**src/rtl/regfile_writeback_scheduler.sv**
```systemverilog
// Round-robin arbiter sharing the register bank's single write port between
// NUM_REQ writeback sources, with a registered write port and a pending-write scoreboard.
module regfile_writeback_scheduler #(
  parameter int NUM_REQ    = 3,
  parameter int DATA_WIDTH = 32,
  parameter int ADDR_WIDTH = 5
) (
  input  logic                           clock,
  input  logic                           reset,
  input  logic [NUM_REQ-1:0]             req,
  input  logic [NUM_REQ*ADDR_WIDTH-1:0]  reqRegister,
  input  logic [NUM_REQ*DATA_WIDTH-1:0]  reqData,
  output logic [NUM_REQ-1:0]             gnt,
  input  logic                           hold,
  input  logic                           issueValid,
  input  logic [ADDR_WIDTH-1:0]          issueRegister,
  input  logic [ADDR_WIDTH-1:0]          readRegister1,
  input  logic [ADDR_WIDTH-1:0]          readRegister2,
  output logic                           hazard1,
  output logic                           hazard2,
  output logic                           RegWrite,
  output logic [ADDR_WIDTH-1:0]          writeRegister,
  output logic [DATA_WIDTH-1:0]          writeData,
  output logic [31:0]                    pendingMask
);

  localparam int IDX_W = $clog2(NUM_REQ);

  logic [IDX_W-1:0]      last_q, last_d;
  logic [IDX_W-1:0]      cand_s, sel_idx_s;
  logic                  found_s;
  logic [ADDR_WIDTH-1:0] sel_addr_s;
  logic [DATA_WIDTH-1:0] sel_data_s;
  logic                  xfer_s, wr_en_s;
  logic [31:0]           set_vec_s, clr_vec_s;
  logic                  regwrite_q, regwrite_d;
  logic [ADDR_WIDTH-1:0] wreg_q, wreg_d;
  logic [DATA_WIDTH-1:0] wdata_q, wdata_d;
  logic [31:0]           pend_q, pend_d;

  // Search starts one past the last winner and wraps; reset or hold suppress all grants.
  always_comb begin
    found_s   = 1'b0;
    sel_idx_s = '0;
    cand_s    = '0;
    gnt       = '0;
    for (int k = 1; k <= NUM_REQ; k++) begin
      cand_s = IDX_W'((int'(last_q) + k) % NUM_REQ);
      if (!found_s && req[cand_s]) begin
        found_s   = 1'b1;
        sel_idx_s = cand_s;
      end else begin
        found_s   = found_s;
      end
    end
    if (reset || hold || !found_s) begin
      gnt = '0;
    end else begin
      gnt[sel_idx_s] = 1'b1;
    end
  end

  always_comb begin
    sel_addr_s = '0;
    sel_data_s = '0;
    for (int i = 0; i < NUM_REQ; i++) begin
      if (gnt[i]) begin
        sel_addr_s = reqRegister[i*ADDR_WIDTH +: ADDR_WIDTH];
        sel_data_s = reqData[i*DATA_WIDTH +: DATA_WIDTH];
      end else begin
        sel_addr_s = sel_addr_s;
      end
    end
  end

  // Transfers to r0 complete the handshake but never reach the bank or the scoreboard.
  always_comb begin
    xfer_s     = |gnt;
    wr_en_s    = xfer_s && (sel_addr_s != '0);
    last_d     = xfer_s ? sel_idx_s : last_q;
    regwrite_d = wr_en_s;
    wreg_d     = wr_en_s ? sel_addr_s : wreg_q;
    wdata_d    = wr_en_s ? sel_data_s : wdata_q;
    if (issueValid && (issueRegister != '0)) begin
      set_vec_s = 32'd1 << issueRegister;
    end else begin
      set_vec_s = 32'd0;
    end
    if (wr_en_s) begin
      clr_vec_s = 32'd1 << sel_addr_s;
    end else begin
      clr_vec_s = 32'd0;
    end
    // A new producer issued on the clearing edge keeps the bit set.
    pend_d = (pend_q & ~clr_vec_s) | set_vec_s;
  end

  // State register for pointer, write port and scoreboard.
  always_ff @(posedge clock) begin
    if (reset) begin
      last_q     <= IDX_W'(NUM_REQ - 1);
      regwrite_q <= 1'b0;
      wreg_q     <= '0;
      wdata_q    <= '0;
      pend_q     <= 32'd0;
    end else begin
      last_q     <= last_d;
      regwrite_q <= regwrite_d;
      wreg_q     <= wreg_d;
      wdata_q    <= wdata_d;
      pend_q     <= pend_d;
    end
  end

  assign RegWrite      = regwrite_q;
  assign writeRegister = wreg_q;
  assign writeData     = wdata_q;
  assign pendingMask   = pend_q;
  assign hazard1       = pend_q[readRegister1];
  assign hazard2       = pend_q[readRegister2];

endmodule

```
**config.mk**
```make
export PLATFORM = sky130hd
export DESIGN_NAME = regfile_writeback_scheduler
export DESIGN_NICKNAME = d
export VERILOG_FILES = /design/src/rtl/regfile_writeback_scheduler.sv
export SDC_FILE = /design/constraint.sdc
export NUM_CORES = 1
export LEC_CHECK = 0
export ABC_AREA = 1
export CORE_MARGIN = 2
export CORE_UTILIZATION = 30
export DETAILED_ROUTE_END_ITERATION = 7
export HOLD_SLACK_MARGIN = 0.15
export PLACE_DENSITY = 0.64
export SYNTH_ARGS = -nofsm -noshare
export SYNTH_HDL_FRONTEND = slang
export SYNTH_SLANG_ARGS = --single-unit
```
**constraint.sdc**
```tcl
create_clock -name clock -period 3.5 [get_ports clock]
set_clock_uncertainty 0.15 [all_clocks]
set_input_delay 0.525 -clock clock [delete_from_list [all_inputs] [get_ports clock]]
set_output_delay 0.525 -clock clock [all_outputs]
set_load 0.1 [all_outputs]
```
# --- Word level (Yosys, flattened, before mapping) ---
# Cells that the tools add are included.
totals:
  elab_cells: 63
  output_inout_bits: 75
  regBits: 72
  input_bits: 133
classes:
  addsub: 3
  n_div: 3
  bitwise_logic: 3
  n_mux: 27
  n_reduce_logical: 13
  shift: 2
  n_lt_le_gt_ge: 7
op_table:
  columns: ["op", "count"]
  rows:
  - ["two-way mux 32 bit", 5]
  - ["modulo 32 x 3 -> 32 bit, second input constant", 3]
  - ["left shift 1 x 5 -> 32 bit, first input constant", 2]
  - ["AND 32 bit", 1]
  - ["NOT 32 bit", 1]
  - ["bitwise OR 32 bit", 1]
  - ["two-way mux 5 bit", 3]
  - ["< comparator 2 x 3 -> 1 bit, second input constant", 4]
  - ["< comparator 5 x 6 -> 1 bit, second input constant", 2]
  - ["binary-select mux 1 bit (select 5 bit)", 2]
  - ["nonzero test 5 bit", 2]
  - ["two-way mux 1 bit", 9]
  - ["adder 2 x 2 -> 3 bit, second input constant", 2]
  - ["binary-select mux 1 bit (select 2 bit)", 3]
  - ["two-way mux 2 bit", 3]
  - ["logical AND 1 bit", 5]
  - ["adder 2 x 1 -> 3 bit, second input constant", 1]
  - ["zero test 1 bit", 3]
  - ["two-way mux 3 bit", 1]
  - ["OR reduction 3 bit", 1]
  - ["demux 1 bit (select 2 bit)", 1]
  - ["greater-or-equal comparator 2 x 1 -> 1 bit, second input constant", 1]
  - ["logical OR 1 bit", 2]

# --- Logic depth before layout (Yosys ltp) ---
logic_depth:
  word_depth: 25
  depth_mapped: 21
  depth_no_buf: 19

# --- Worst setup path before layout ---
# Ideal clock, no wire load.
synth_timing:
  kind: "input to output"
  from: "input readRegister1[0]"
  to: "output hazard1"
  n_path_buf: 2
  t_arrival_ns: 3.199
  cell_stages: 6
  required_time_ns: 2.825
  slack_ns: -0.374
  path_cell_list: "clkbuf_1 -> clkbuf_1 -> o21ai_0 -> o221ai_1 -> o211ai_1 -> a31oi_1"
synth_via:
  elab_chain_len: 2
synth_rtl:
  columns: ["element", "line_no", "source"]
  rows:
  - ["from (decl)", "17", "input logic [ADDR_WIDTH-1:0] readRegister1,"]
  - ["binary-select mux 1 bit (select 5 bit)", "119", "assign hazard1 = pend_q[readRegister1];"]
  - ["two-way mux 1 bit (not written as such)", "119", null]
  - ["to (decl)", "19", "output logic hazard1,"]
# No other way between the ends. The select of a mux whose other input is x is not followed.

# --- Worst setup path in the final report ---
layout_timing:
  from: "register last_q[0]"
  to: "output gnt[2]"
layout_via:
  elab_chain_len: 16
  word_cells_on_any_way: 30
  classes_between: "add/sub: 3; div: 3; order compare: 2; mux: 15; reduce/logical: 7"
layout_rtl:
  columns: ["element", "line_no", "source"]
  rows:
  - ["from (decl)", "29", "logic [IDX_W-1:0] last_q, last_d;"]
  - ["from (signal assigned)", "101", "last_q <= IDX_W'(NUM_REQ - 1);"]
  - ["from (signal assigned)", "107", "last_q <= last_d;"]
  - ["adder 2 x 1 -> 3 bit", "48", "cand_s = IDX_W'((int'(last_q) + k) % NUM_REQ);"]
  - ["modulo 32 x 3 -> 32 bit", "48", null]
  - ["binary-select mux 1 bit (select 2 bit)", "49", "if (!found_s && req[cand_s]) begin"]
  - ["two-way mux 1 bit (not written as such)", "49", null]
  - ["two-way mux 1 bit", "49", null]
  - ["zero test 1 bit", "49", null]
  - ["logical AND 1 bit", "49", null]
  - ["two-way mux 1 bit", "49", null]
  - ["zero test 1 bit", "49", null]
  - ["logical AND 1 bit", "49", null]
  - ["two-way mux 2 bit", "49", null]
  - ["< comparator 2 x 3 -> 1 bit (not written as such) or greater-or-equal comparator 2 x 1 -> 1 bit (tied branches)", "59", "gnt[sel_idx_s] = 1'b1;"]
  - ["logical AND 1 bit (not written as such)", "59", null]
  - ["two-way mux 1 bit (not written as such)", "59", null]
  - ["demux 1 bit (select 2 bit)", "59", null]
  - ["two-way mux 3 bit *", "56", "if (reset || hold || !found_s) begin"]
  - ["to (decl)", "13", "output logic [NUM_REQ-1:0] gnt,"]
# Every way passes the cells marked *; elsewhere a longest branch is shown, timed or not. The select of a mux whose other input is x is not followed.

==> key figures <==
Floorplan
  • X dimension of the die: 127 um
  • # rows: between 40 and 50
  • Initial core utilization: 0.303
  • Die area: 16200 sq um
  • Core ar.: 15000 sq um
  • Boundary Pins: roughly 210
  • Die Y: about 130 um

Synth
  • Synth area leaders: dfxtp_1 (32%), nand2_1 (21%), nand3_1 (8.8%)
  • Mapped Cells: between 700 and 800
  • Synth Flop Type: dfxtp_1
  • Synthesized flop and latch total: 72
  • Area leader, netlist: dfxtp_1
  • Syn_nets: roughly 850
  • Register area share after synthesis: 0.317
  • Top cell type's share of synthesized area: 0.317
  • Asr flop ratio synth: 0
  • Synth Warn #: 0
  • Syn_area_per_cell: 6.37 sq um
  • Yosys cell types: 34
  • Mapped cell area: ~4600 sq um
  • EDFF count, synth: 0

Cells and area
  • Area grow syn2layout: 58.1%
  • Nets: about 1100
  • Most common cell after layout, fill and taps aside: nand2_1
  • Sequential cell area: 1440 sq um
  • Non-Filler Instances: ~1100
  • Fillers: ~1500
  • # diodes: 0
  • Share of cells above drive strength 1: 0.0978
  • Most frequent cells in the layout: nand2_1 (252), clkdlybuf4s50_1 (200), nand3_1 (80)
  • Multi-input gate area: ~2800 sq um

GRT
  • Gr usage total: 0.206
  • Met1 Track Usage GR: 0.236
  • Largest net degree at the start of global routing: 66
  • Number of global-route vias before repair: 5581
  • Initial antenna violation count: 0
  • GRT Residual Overflow: 0
  • Met3 Track Usage GR: 0.0565
  • GRT met2 Usage: 0.356
  • First-pass GRT wire length: about 27000 um
  • Layer with the highest usage: met2

Setup path
  • Crit end category: output port
  • Crit Path Max Fanout: 20
  • Worst path slowest cell: dfxtp_1
  • Crit-path cells: inv_1, ha_1, inv_2, nand2_2, nand2_1, nand2_1, nand3_1, nor2_1, nor2_4, nand2_4, clkinv_2, buf_6, buf_12
  • CP Launch Type: register
  • Kind of critical path: register to output port
  • Most Frequent Cell on Critical Path: nand2_1
  • Slowest stage delay, CP: just under 0.4 ns
  • CP required: 2.82 ns
  • WP data arrival: 2.57 ns

Detailed routing
  • First-pass DRT Iterations: 6
  • Via density: between 5 and 6
  • Routed via count: about 5600
  • DR WL/cell: roughly 15 um
  • Final WL: ~16000 um
  • Antenna Nets Post-Route: 0
  • DR iter-0 viols: 309
  • # DRC: 0

Placed design
  • Pre-CTS setup slack: roughly 0.22 ns
  • Post-DP HPWL: about 13000 um
  • Placed cells: 1092
  • # port buffers: 207
  • GPL Wtd Cong: 0.863

STA
  • Final setup viols: 0
  • Setup TNS: 0 ns
  • Worst setup margin: 0.250 ns
  • Worst Tran Pin Value: roughly 1.1 ns
  • Slew Viols, Final: 0
  • Unrepaired setup endpoints after global routing: false
  • Final min period: 3.25 ns
  • Final worst-path cycle share: 0.929
  • Fmax: ~310 MHz
  • Slew HR: 0.294
  • Final Hold Vio Count: 0

Clocking
  • Post-CTS sizing: 0
  • CTS Sinks: 72
  • Root Buffer Master: clkbuf_16
  • CTS tree: yes
  • H-tree depth: 3
  • CTS max path bufs: 2
  • Post-CTS Setup Inserts: 0
  • Clk Latency, worst-skew pair: roughly 0.33 ns
  • Clock Pin Slew Worst Setup and Hold Paths: 0.06 ns
  • CTS Buf Count: 9
  • Post-CTS Hold Fix Bufs: 0

Worst hold path
  • Hold WC Path Type: register to register

Power
  • VDD IR max: about 0.00032 V
  • Power per cell area: around 520 nW/um^2
  • Leak pwr: approximately 2.8 nW

Flow run
  • Max cap viols: 0

Status
  • Run status: completed
layout make-up:
type / count / share of cell area
Clock inverter: 7 / 0.00991
Sequential cell: 72 / 0.200
Inverter: 38 / 0.0200
Timing Repair Buffer: 230 / 0.320
Clock buffer: 9 / 0.0313
Multi-Input combinational cell: 564 / 0.386
Tap cell: 188 / 0.0327
stage by stage:
step / hold slack (ns) / util / cell area (sq um) / power [mW]
3_3_place_gp: 0.309 / 0.459 / 6900 / 2.82
2_1_floorplan: 0.365 / - / 4570 / 2.32
6_report: 0.321 / 0.479 / 7200 / 3.72
5_1_grt: 0.338 / 0.479 / 7200 / 3.91
4_1_cts: 0.325 / 0.479 / 7200 / 3.75
3_5_place_dp: 0.313 / 0.459 / 6900 / 2.82
worst max-delay path, delay by kind of cell, from the launching register on:
kind | cells | cell delay [ns]
buf+inv | 5 | 0.71
flops | 1 | 0.39
fa+ha+maj | 1 | 0.35
simple gates | 7 | 0.77
cells by family (layout without fill, tap and decap cells):
logic type / count (synthesis) / count (layout) / synth area share
fa+ha+maj: 4 / 4 / 0.0110
buf+inv: 79 / 284 / 0.0767
flops: 72 / 72 / 0.317
simple gates: 429 / 429 / 0.412
mux: 4 / 4 / 0.00879
compound gates: 127 / 127 / 0.174
routing by layer:
metal | part of all wire | vias to the layer above
li1 | - | 2809
met5 | 0 | -
met2 | 0.48 | 295
met4 | 0.033 | 0
met1 | 0.40 | 2479
met3 | 0.084 | 36
synth_stat cells (all sizes together), types with 10 or more instances:
| cell | number |
|---|---|
| nand2 | 259 |
| nor2 | 51 |
| nand3 | 81 |
| dfxtp | 72 |
| clkbuf | 27 |
| o221ai | 10 |
| inv | 36 |
| a21oi | 43 |
| o21ai | 61 |
| buf | 14 |
| nand4 | 30 |
power breakdown:
part | total (mW) | internal [mW] | switching, mW
sequential | 0.973 | 0.915 | 0.0582
clock | 0.920 | 0.551 | 0.368
combinational | 1.83 | 0.523 | 1.31
total | 3.72 | 1.99 | 1.74
registers in the layout (all words and copies together), names as in the netlist:
register	count
last_q	2
writeData	32
writeRegister	5
pendingMask	32
RegWrite	1
final timing paths:
path | from | to | slack (ns) | cells past startpoint
worst max-delay path | last_q[0] | gnt[2] | 0.25 | 13
worst min register to register | writeData[10] | writeData[10] | 0.32 | 2
worst min-delay path | writeData[10] | writeData[10] | 0.32 | 2
worst max register to register | last_q[0] | writeData[1] | 0.38 | 18
(Power assumes the default switching activity.)
